==> config.mk <==
export PLATFORM = sky130hd
export DESIGN_NAME = lif_neuron_chain_flat
export DESIGN_NICKNAME = d
export VERILOG_FILES = /design/src/rtl/lif_neuron_chain_if.sv /design/src/rtl/lif_neuron_chain.sv /design/src/flat_wrapper.sv
export SDC_FILE = /design/constraint.sdc
export NUM_CORES = 1
export LEC_CHECK = 0
export BUFFER_PORTS_ARGS = -buffer_cell sky130_fd_sc_hd__buf_2
export CORE_ASPECT_RATIO = 0.5
export CORE_MARGIN = 8
export CORE_UTILIZATION = 61
export CTS_CLUSTER_DIAMETER = 100
export DETAILED_ROUTE_END_ITERATION = 8
export PLACE_DENSITY = 0.92
export SLEW_MARGIN = 20
export SYNTH_ARGS = -nofsm -noshare
export SYNTH_HDL_FRONTEND = slang
export SYNTH_SLANG_ARGS = --single-unit
export TNS_END_PERCENT = 50
==> constraint.sdc <==
create_clock -name clk -period 5.91 [get_ports clk]
set_input_delay 0.2955 -clock clk [delete_from_list [all_inputs] [get_ports clk]]
set_output_delay 0.2955 -clock clk [all_outputs]
set_load 0.02 [all_outputs]
==> src/rtl/lif_neuron_chain_if.sv <==
// Control and observation bundle of the LIF neuron chain: network inputs and registered outputs.
interface lif_neuron_chain_if #(
    parameter int unsigned N_NEURONS = 4,
    parameter int unsigned WIDTH     = 8
);
    logic                           enable;
    logic [WIDTH-1:0]               stim_in;
    logic [(N_NEURONS-1)*WIDTH-1:0] weights;
    logic [WIDTH-1:0]               threshold;
    logic [2:0]                     leak_shift;
    logic [N_NEURONS-1:0]           spikes;
    logic                           spike_output;
    logic [15:0]                    spike_count;

    modport master (
        output enable, stim_in, weights, threshold, leak_shift,
        input  spikes, spike_output, spike_count
    );

    modport slave (
        input  enable, stim_in, weights, threshold, leak_shift,
        output spikes, spike_output, spike_count
    );
endinterface

==> src/rtl/lif_neuron_chain.sv <==
// Chain of leaky integrate-and-fire neurons linked by one-cycle weighted synapses.
// Optional refractory counter per neuron is built when LIF_REFRACTORY_EN is defined.
module lif_neuron_chain #(
    parameter int unsigned N_NEURONS = 4,
    parameter int unsigned WIDTH     = 8,
    parameter int unsigned REFRACT   = 3
) (
    input logic               clk,
    input logic               reset,
    lif_neuron_chain_if.slave bus
);
    if (N_NEURONS < 2 || REFRACT < 1) begin : g_cfg_check
        $error("lif_neuron_chain: N_NEURONS must be >= 2 and REFRACT >= 1");
    end

    logic [WIDTH-1:0]     v_q [N_NEURONS];
    logic [WIDTH-1:0]     v_d [N_NEURONS];
    logic [N_NEURONS-1:0] spikes_q, spikes_d;
    logic                 spike_output_q, spike_output_d;
    logic [15:0]          spike_count_q, spike_count_d;

`ifdef LIF_REFRACTORY_EN
    localparam int unsigned RW = $clog2(REFRACT + 1);
    logic [RW-1:0] refr_q [N_NEURONS];
    logic [RW-1:0] refr_d [N_NEURONS];
`endif

    for (genvar i = 0; i < N_NEURONS; i++) begin : g_neuron
        logic [WIDTH-1:0] syn_in;
        logic [WIDTH-1:0] leak;
        logic [WIDTH:0]   sum;
        logic [WIDTH-1:0] v_sat;
        logic             fire;

        // Synapse reads the upstream spike register, giving exactly one cycle of delay.
        if (i == 0) begin : g_src
            assign syn_in = bus.stim_in;
        end else begin : g_syn
            assign syn_in = spikes_q[i-1] ? bus.weights[(i-1)*WIDTH +: WIDTH] : '0;
        end

        assign leak  = (bus.leak_shift == 3'd0) ? '0 : (v_q[i] >> bus.leak_shift);
        assign sum   = {1'b0, v_q[i]} - {1'b0, leak} + {1'b0, syn_in};
        assign v_sat = sum[WIDTH] ? '1 : sum[WIDTH-1:0];
        assign fire  = (v_sat >= bus.threshold);

`ifdef LIF_REFRACTORY_EN
        logic busy;
        assign busy = (refr_q[i] != '0);

        always_comb begin
            v_d[i]      = v_q[i];
            refr_d[i]   = refr_q[i];
            spikes_d[i] = 1'b0;
            if (bus.enable) begin
                if (busy) begin
                    refr_d[i] = refr_q[i] - RW'(1);
                    v_d[i]    = '0;
                end else if (fire) begin
                    spikes_d[i] = 1'b1;
                    v_d[i]      = '0;
                    refr_d[i]   = RW'(REFRACT);
                end else begin
                    v_d[i] = v_sat;
                end
            end
        end
`else
        always_comb begin
            v_d[i]      = v_q[i];
            spikes_d[i] = 1'b0;
            if (bus.enable) begin
                spikes_d[i] = fire;
                v_d[i]      = fire ? '0 : v_sat;
            end
        end
`endif
    end

    always_comb begin
        spike_output_d = bus.enable & spikes_q[N_NEURONS-1];
        spike_count_d  = spike_count_q;
        if (spike_output_q && (spike_count_q != 16'hFFFF)) begin
            spike_count_d = spike_count_q + 16'd1;
        end
    end

    always_ff @(posedge clk) begin
        if (reset) begin
            v_q            <= '{default: '0};
            spikes_q       <= '0;
            spike_output_q <= 1'b0;
            spike_count_q  <= '0;
`ifdef LIF_REFRACTORY_EN
            refr_q         <= '{default: '0};
`endif
        end else begin
            v_q            <= v_d;
            spikes_q       <= spikes_d;
            spike_output_q <= spike_output_d;
            spike_count_q  <= spike_count_d;
`ifdef LIF_REFRACTORY_EN
            refr_q         <= refr_d;
`endif
        end
    end

    assign bus.spikes       = spikes_q;
    assign bus.spike_output = spike_output_q;
    assign bus.spike_count  = spike_count_q;
endmodule

==> src/flat_wrapper.sv <==
// flat-port wrapper written by rule: the top's interface ports become plain ports
module lif_neuron_chain_flat 
#(
    parameter int unsigned N_NEURONS = 4,
    parameter int unsigned WIDTH     = 8,
    parameter int unsigned REFRACT   = 3
)
  (clk, reset, bus_enable, bus_stim_in, bus_weights, bus_threshold, bus_leak_shift, bus_spikes, bus_spike_output, bus_spike_count);
  lif_neuron_chain_if #(.N_NEURONS(N_NEURONS), .WIDTH(WIDTH)) bus_i ();
  input logic clk;
  input logic reset;
  input wire logic [$bits(bus_i.enable)-1:0] bus_enable;
  input wire logic [$bits(bus_i.stim_in)-1:0] bus_stim_in;
  input wire logic [$bits(bus_i.weights)-1:0] bus_weights;
  input wire logic [$bits(bus_i.threshold)-1:0] bus_threshold;
  input wire logic [$bits(bus_i.leak_shift)-1:0] bus_leak_shift;
  output wire logic [$bits(bus_i.spikes)-1:0] bus_spikes;
  output wire logic [$bits(bus_i.spike_output)-1:0] bus_spike_output;
  output wire logic [$bits(bus_i.spike_count)-1:0] bus_spike_count;
  assign bus_i.enable = bus_enable;
  assign bus_i.stim_in = bus_stim_in;
  assign bus_i.weights = bus_weights;
  assign bus_i.threshold = bus_threshold;
  assign bus_i.leak_shift = bus_leak_shift;
  assign bus_spikes = bus_i.spikes;
  assign bus_spike_output = bus_i.spike_output;
  assign bus_spike_count = bus_i.spike_count;
  lif_neuron_chain #(.N_NEURONS(N_NEURONS), .WIDTH(WIDTH), .REFRACT(REFRACT)) u_core (.clk(clk), .reset(reset), .bus(bus_i));
endmodule
# Yosys cells after proc, flatten, opt, wreduce, memory -nomap -nowiden
# Cells that the tools add are included.
dict set report totals {
  regBits 53
  elab_cells 45
  inputBits 46
}
dict set report classes {
  reduce_logical 3
  n_lt_le_gt_ge 4
  bitwise 2
  n_addsub 9
  eq_ne 1
  muxes 15
  shift 4
}
# operator count
set ops {}
lappend ops {{8-bit 2-to-1 mux} 15}
lappend ops {{9-bit by 8-bit adder with 9-bit output} 4}
lappend ops {{8-bit by 8-bit subtractor with 9-bit output} 4}
lappend ops {{8-bit greater-or-equal comparator} 4}
lappend ops {{8-bit by 3-bit >> shifter with 8-bit output} 4}
lappend ops {{16-bit by 1-bit adder with 16-bit output, second input constant} 1}
lappend ops {{16-bit != test, second input constant} 1}
lappend ops {{3-bit zero test} 1}
lappend ops {{2-bit OR reduction} 1}
lappend ops {{1-bit bitwise AND} 1}
lappend ops {{1-bit logical AND} 1}
lappend ops {{1-bit inverter} 1}

# Logic depth before layout (Yosys ltp)
dict set report logic_depth {
  depth_word 7
  ltp_mapped 23
  mapped_depth_nobuf 20
}

# Worst setup path after synthesis
# OpenSTA, ideal clock, no wires.
dict set report synth_timing {
  path_type {input -> register}
  start {input port bus_leak_shift[0]}
  end {register u_core.v_q[24] (netlist name)}
  required_ps 5848
  path_stages 19
  path_slack_ps 1160
  setup_time_ps 62
  arrival_time_ps 4688
  path_cell_list {clkbuf_1 -> buf_1 -> nor2b_1 -> a22oi_1 -> o21ai_0 -> fa_1 -> inv_1 -> ha_1 -> nor2b_1 -> o31a_1 -> o311a_1 -> o21bai_1 -> inv_1 -> ha_1 -> nand2b_1 -> a31oi_1 -> o21ai_0 -> a211oi_1 -> a22o_1}
}
dict set report synth_between {
  elab_chain_cells 7
  word_cells_on_any_way 8
  classes_between {add/sub (2); order compare (1); shift (1); mux (3); reduce/logical (1)}
}
# item line
set synth_lines {}
lappend synth_lines {{from (decl)} flat_wrapper.sv:16} ;# input wire logic [$bits(bus_i.leak_shift)-1:0] bus_leak_shift;
lappend synth_lines {{8-bit by 3-bit >> shifter with 8-bit output or 3-bit zero test (tied branches)} lif_neuron_chain.sv:42} ;# assign leak = (bus.leak_shift == 3'd0) ? '0 : (v_q[i] >> bus.leak_shift);
lappend synth_lines {{8-bit 2-to-1 mux (*)} lif_neuron_chain.sv:42}
lappend synth_lines {{8-bit by 8-bit subtractor with 9-bit output (*)} lif_neuron_chain.sv:43} ;# assign sum = {1'b0, v_q[i]} - {1'b0, leak} + {1'b0, syn_in};
lappend synth_lines {{9-bit by 8-bit adder with 9-bit output (*)} lif_neuron_chain.sv:43}
lappend synth_lines {{8-bit 2-to-1 mux (*)} lif_neuron_chain.sv:44} ;# assign v_sat = sum[WIDTH] ? '1 : sum[WIDTH-1:0];
lappend synth_lines {{8-bit greater-or-equal comparator} lif_neuron_chain.sv:45} ;# assign fire = (v_sat >= bus.threshold);
lappend synth_lines {{8-bit 2-to-1 mux (*)} lif_neuron_chain.sv:74} ;# v_d[i] = fire ? '0 : v_sat;
lappend synth_lines {{to (signal assigned)} lif_neuron_chain.sv:98} ;# v_q <= v_d;
lappend synth_lines {{to (decl)} lif_neuron_chain.sv:16} ;# logic [WIDTH-1:0] v_q [N_NEURONS];
# Mark *: on every way between the ends. The rest lies on a longest branch, timed or not.
# A chain may end at the register's enable or synchronous reset.

# Worst setup path after layout
dict set report layout_timing {
  start {input port bus_leak_shift[0]}
  end {register u_core.v_q[17] (netlist name)}
}
# Same word-level chain as after synthesis.

==> summary.log <==
[worst_setup_path] worst setup path category input pin to flop
[sta] Rel. slew slack 0.463
[clocking] number of buffers created by CTS 5
[worst_setup_path] kind of capture point of the worst setup path flop
[clocking] Clk Latency, worst-skew pair 310 ps
[place] placed standard-cell area 6500 um2
[clocking] root buffer cell sky130_fd_sc_hd__clkbuf_16
[sta] clock period minus final worst setup slack 5290 ps
[route] DRC violations left 0
[worst_setup_path] launching element type of the critical path input pin
[clocking] TritonCTS clock tree done
[layout] antenna diode instance count 0
[route] count of nets left with antenna violations after detail routing 0
[layout] filler cell count 739
[worst_setup_path] arrival time reported for the critical path endpoint 5510 ps
[sta] slew of the pin with the lowest slew margin 804 ps
[floorplanning] Std-Cell Rows 25
[route] DR iter-0 viols 777
[worst_setup_path] Worst Path Max Fanout 22
[clocking] largest buffer count on any clock path 2
[synth] complex-gate fraction of the synthesized area 0.249
[synth] multiplexer area fraction after synthesis 0.0165
[clocking] postcts setup bufs 0
[sta] achievable frequency 189 MHz
[sta] Setup Total Neg Slack 0 ps
[clocking] total clock sinks 53
[pwr] net switching fraction of the power 0.508
[place] buffers added on ports 66
[flow_run] max capacitance violation total 0
[pwr] Int Pwr 1.73 mW
[sta] Max Slew Vio Count 0
[sta] clock skew 6.65 ps
[clocking] Reg clk slew, reported paths 70 ps
[pwr] part of the power in the clock network 0.092
[synth] Async SR Flop Fraction 0
[min_path] type of the tightest min-delay check input pin to flop
[synth] number of library cell types mapped by synthesis 58
[route] number of search-and-repair iterations in the first detailed-routing pass 6
[synth] synthesized-area fraction occupied by adder cells 0.246
[place] Final GP Congestion 0.916
[synth] biggest area consumer among synthesized cells sky130_fd_sc_hd__dfxtp_1
[floorplanning] die width 157 um
[pwr] Sw Pwr 1.79 mW
[route] total number of vias 6,006
[sta] RSZ-0062 raised after global routing false
[worst_setup_path] worst reg2reg setup slack 970 ps
[grt] largest net degree at the start of global routing 38
[pwr] areal power density over the cells 529 nW/um2
[synth] proportion of synthesized chip area in sequential cells 0.175
[clocking] total of hold buffers inserted after clock tree synthesis 0
[grt] overall routing resource usage 0.246
[synth] Cells after Synth 786
[synth] most repeated cell in the gate-level netlist after synthesis sky130_fd_sc_hd__inv_1
[synth] ys flop type sky130_fd_sc_hd__dfxtp_1
[synth] number of enable flip-flop cells after synthesis 0
[grt] vias in the first global route 5,782
[sta] final setup violation count 0
[run_status] status finished, final reports clean
[synth] top cells by instance count after synthesis 124 x sky130_fd_sc_hd__inv_1, 79 x sky130_fd_sc_hd__nand2_1, 70 x sky130_fd_sc_hd__ha_1, 53 x sky130_fd_sc_hd__dfxtp_1
[floorplanning] top-level I/O count 67
[synth] post-synthesis simple-gate area fraction 0.197
[pwr] share of power burned in combinational logic 0.757
[sta] final hold viol count 0
[route] post-detailed-route wirelength per cell 17.1 um
[layout] relative area change from synthesis to final layout 9.72%
[synth] count of yosys warnings during synthesis 0
[worst_setup_path] required time at the worst-slack endpoint 6130 ps
[synth] area share of the largest cell type after synthesis 0.175
[synth] synth top area cells sky130_fd_sc_hd__dfxtp_1 17%, sky130_fd_sc_hd__ha_1 14%, sky130_fd_sc_hd__fa_1 10%
[pwr] proportion of power drawn by flip-flops and latches 0.151
[layout] share of post-route cells with drive strength above 1 0.103
[synth] Post-Syn Area 6070 um2
[pwr] Leakage Power 3.06 nW
[grt] first-pass GRT wire length 27,000 um
[synth] Syn Area/Cell 7.73 um2
[floorplanning] Die Height 86.6 um
[floorplanning] overall die area 13,600 um2
[pwr] worst voltage drop across the vdd grid 0.000253 V
[place] DPL Wire Length 12,900 um
[synth] parity-gate share of the synthesized area counting xor and xnor cells 0.0216
[clocking] deepest level of the CTS H-tree 2
[layout] fin nets 987
[route] vias per inst 6.15
[floorplanning] placeable core area 9570 um2
[grt] total congestion overflow 0
[grt] initial antenna violation count 0
[layout] Post-Layout Inst Area 6660 um2
[synth] main combinational cell family by area after synthesis compound AO/OA/AOI/OAI gates
[clocking] post-CTS sizing 0
[route] Final Routed Wirelength 16,700 um
[floorplanning] effective utilization at floorplan 0.635
[synth] flop and latch count out of synthesis 53
[sta] share of the clock period used by the worst path after layout 0.895
critical path, stage by stage:
cell and delay (ps):
sky130_fd_sc_hd__buf_2 330, sky130_fd_sc_hd__nor2b_1 710, sky130_fd_sc_hd__a221oi_1 210, sky130_fd_sc_hd__a21oi_1 250, sky130_fd_sc_hd__fa_1 510, sky130_fd_sc_hd__inv_1 90, sky130_fd_sc_hd__ha_1 240, sky130_fd_sc_hd__a211oi_1 390
sky130_fd_sc_hd__nor2_1 140, sky130_fd_sc_hd__o41ai_1 410, sky130_fd_sc_hd__xor2_1 330, sky130_fd_sc_hd__nand2_1 100, sky130_fd_sc_hd__ha_1 310, sky130_fd_sc_hd__a21oi_1 150, sky130_fd_sc_hd__o211ai_1 100, sky130_fd_sc_hd__a21oi_1 500
sky130_fd_sc_hd__nand2_1 200, sky130_fd_sc_hd__o21ai_0 250
kinds of logic after synthesis:
group | count (synthesis)
other cells | 1
xor+xnor | 15
compound gates | 219
mux | 10
buf+inv | 149
flops | 53
simple gates | 238
fa+ha+maj | 101
per-stage QoR:
stage	utilization	hold slack, ps	power (mW)	cells	setup WS [ps]
after floorplan	-	425	2.53	788	1160
after global placement	0.679	436	2.97	968	724
after detailed placement	0.679	443	3.11	968	508
after CTS	0.696	367	3.46	976	742
after global routing	0.696	389	3.85	976	294
final	0.696	374	3.52	976	622
final cells by class:
class | instances | area [um2] | share of cell area
Clock buffer | 7 | 153 | 0.0229
Tap cell | 135 | 169 | 0.0253
Multi-Input combinational cell | 586 | 4450 | 0.668
Timing Repair Buffer | 70 | 360 | 0.0541
Inverter | 124 | 465 | 0.0698
Clock inverter | 1 | 5.00 | 0.000751
Sequential cell | 53 | 1060 | 0.159
routing by layer:
metal	global-route usage	share of wire	vias to the layer above
met2	0.403	0.45	295
met4	0.110	0.034	0
li1	-	-	2865
met1	0.307	0.42	2784
met3	0.0551	0.099	62
met5	0	0	-
registers in the layout, summed over array words and instances, names as in the netlist:
register                 flops
u_core.bus.spikes            4
u_core.v_q                  32
u_core.bus.spike_output      1
u_core.bus.spike_count      16
cells in the final DEF, fill, tap and decap left out, drive strengths merged, types with 4 or more instances in the layout:
| master | netlist | routed |
|---|---|---|
| nor3 | 17 | 17 |
| dfxtp | 53 | 53 |
| o211a | 4 | 4 |
| o2111ai | 4 | 4 |
| fa | 31 | 31 |
| or3 | 11 | 11 |
| o211ai | 19 | 19 |
| a211o | 6 | 6 |
| a22o | 8 | 8 |
| buf | 4 | 70 |
| a21o | 12 | 12 |
| nand2b | 13 | 13 |
| and2 | 11 | 11 |
| o31a | 4 | 4 |
| xor2 | 14 | 14 |
| and3 | 5 | 5 |
| nor3b | 6 | 6 |
| o21ai | 55 | 55 |
| nand3 | 11 | 11 |
| mux2i | 10 | 10 |
| nor2 | 51 | 51 |
| nand3b | 4 | 4 |
| nor2b | 12 | 12 |
| inv | 124 | 124 |
| o21a | 8 | 8 |
| a21oi | 27 | 27 |
| a32o | 8 | 8 |
| a211oi | 19 | 19 |
| o22a | 4 | 4 |
| o311a | 4 | 4 |
| a221oi | 8 | 8 |
| o22ai | 12 | 12 |
| clkbuf | 21 | 7 |
| nand2 | 79 | 79 |
| a22oi | 7 | 7 |
| ha | 70 | 70 |
power groups by stage:
stage	Combinational, mW	Sequential (mW)	Clock, mW
2_1_floorplan	2.02	0.512	0
3_5_place_dp	2.58	0.531	0
3_3_place_gp	2.44	0.526	0
5_1_grt	2.98	0.536	0.340
6_report	2.67	0.532	0.325
4_1_cts	2.61	0.524	0.324
worst paths after layout:
| check | depth (start not counted) | from | end |
|---|---|---|---|
| worst max-delay path | 18 | bus_leak_shift[0] | u_core.v_q[17] |
| worst min register to register | 2 | u_core.v_q[16] | u_core.v_q[16] |
| worst min-delay path | 2 | reset | u_core.bus.spike_count[1] |
| worst max register to register | 18 | u_core.v_q[20] | u_core.v_q[17] |
No activity file was read; power rests on OpenSTA's default activity.
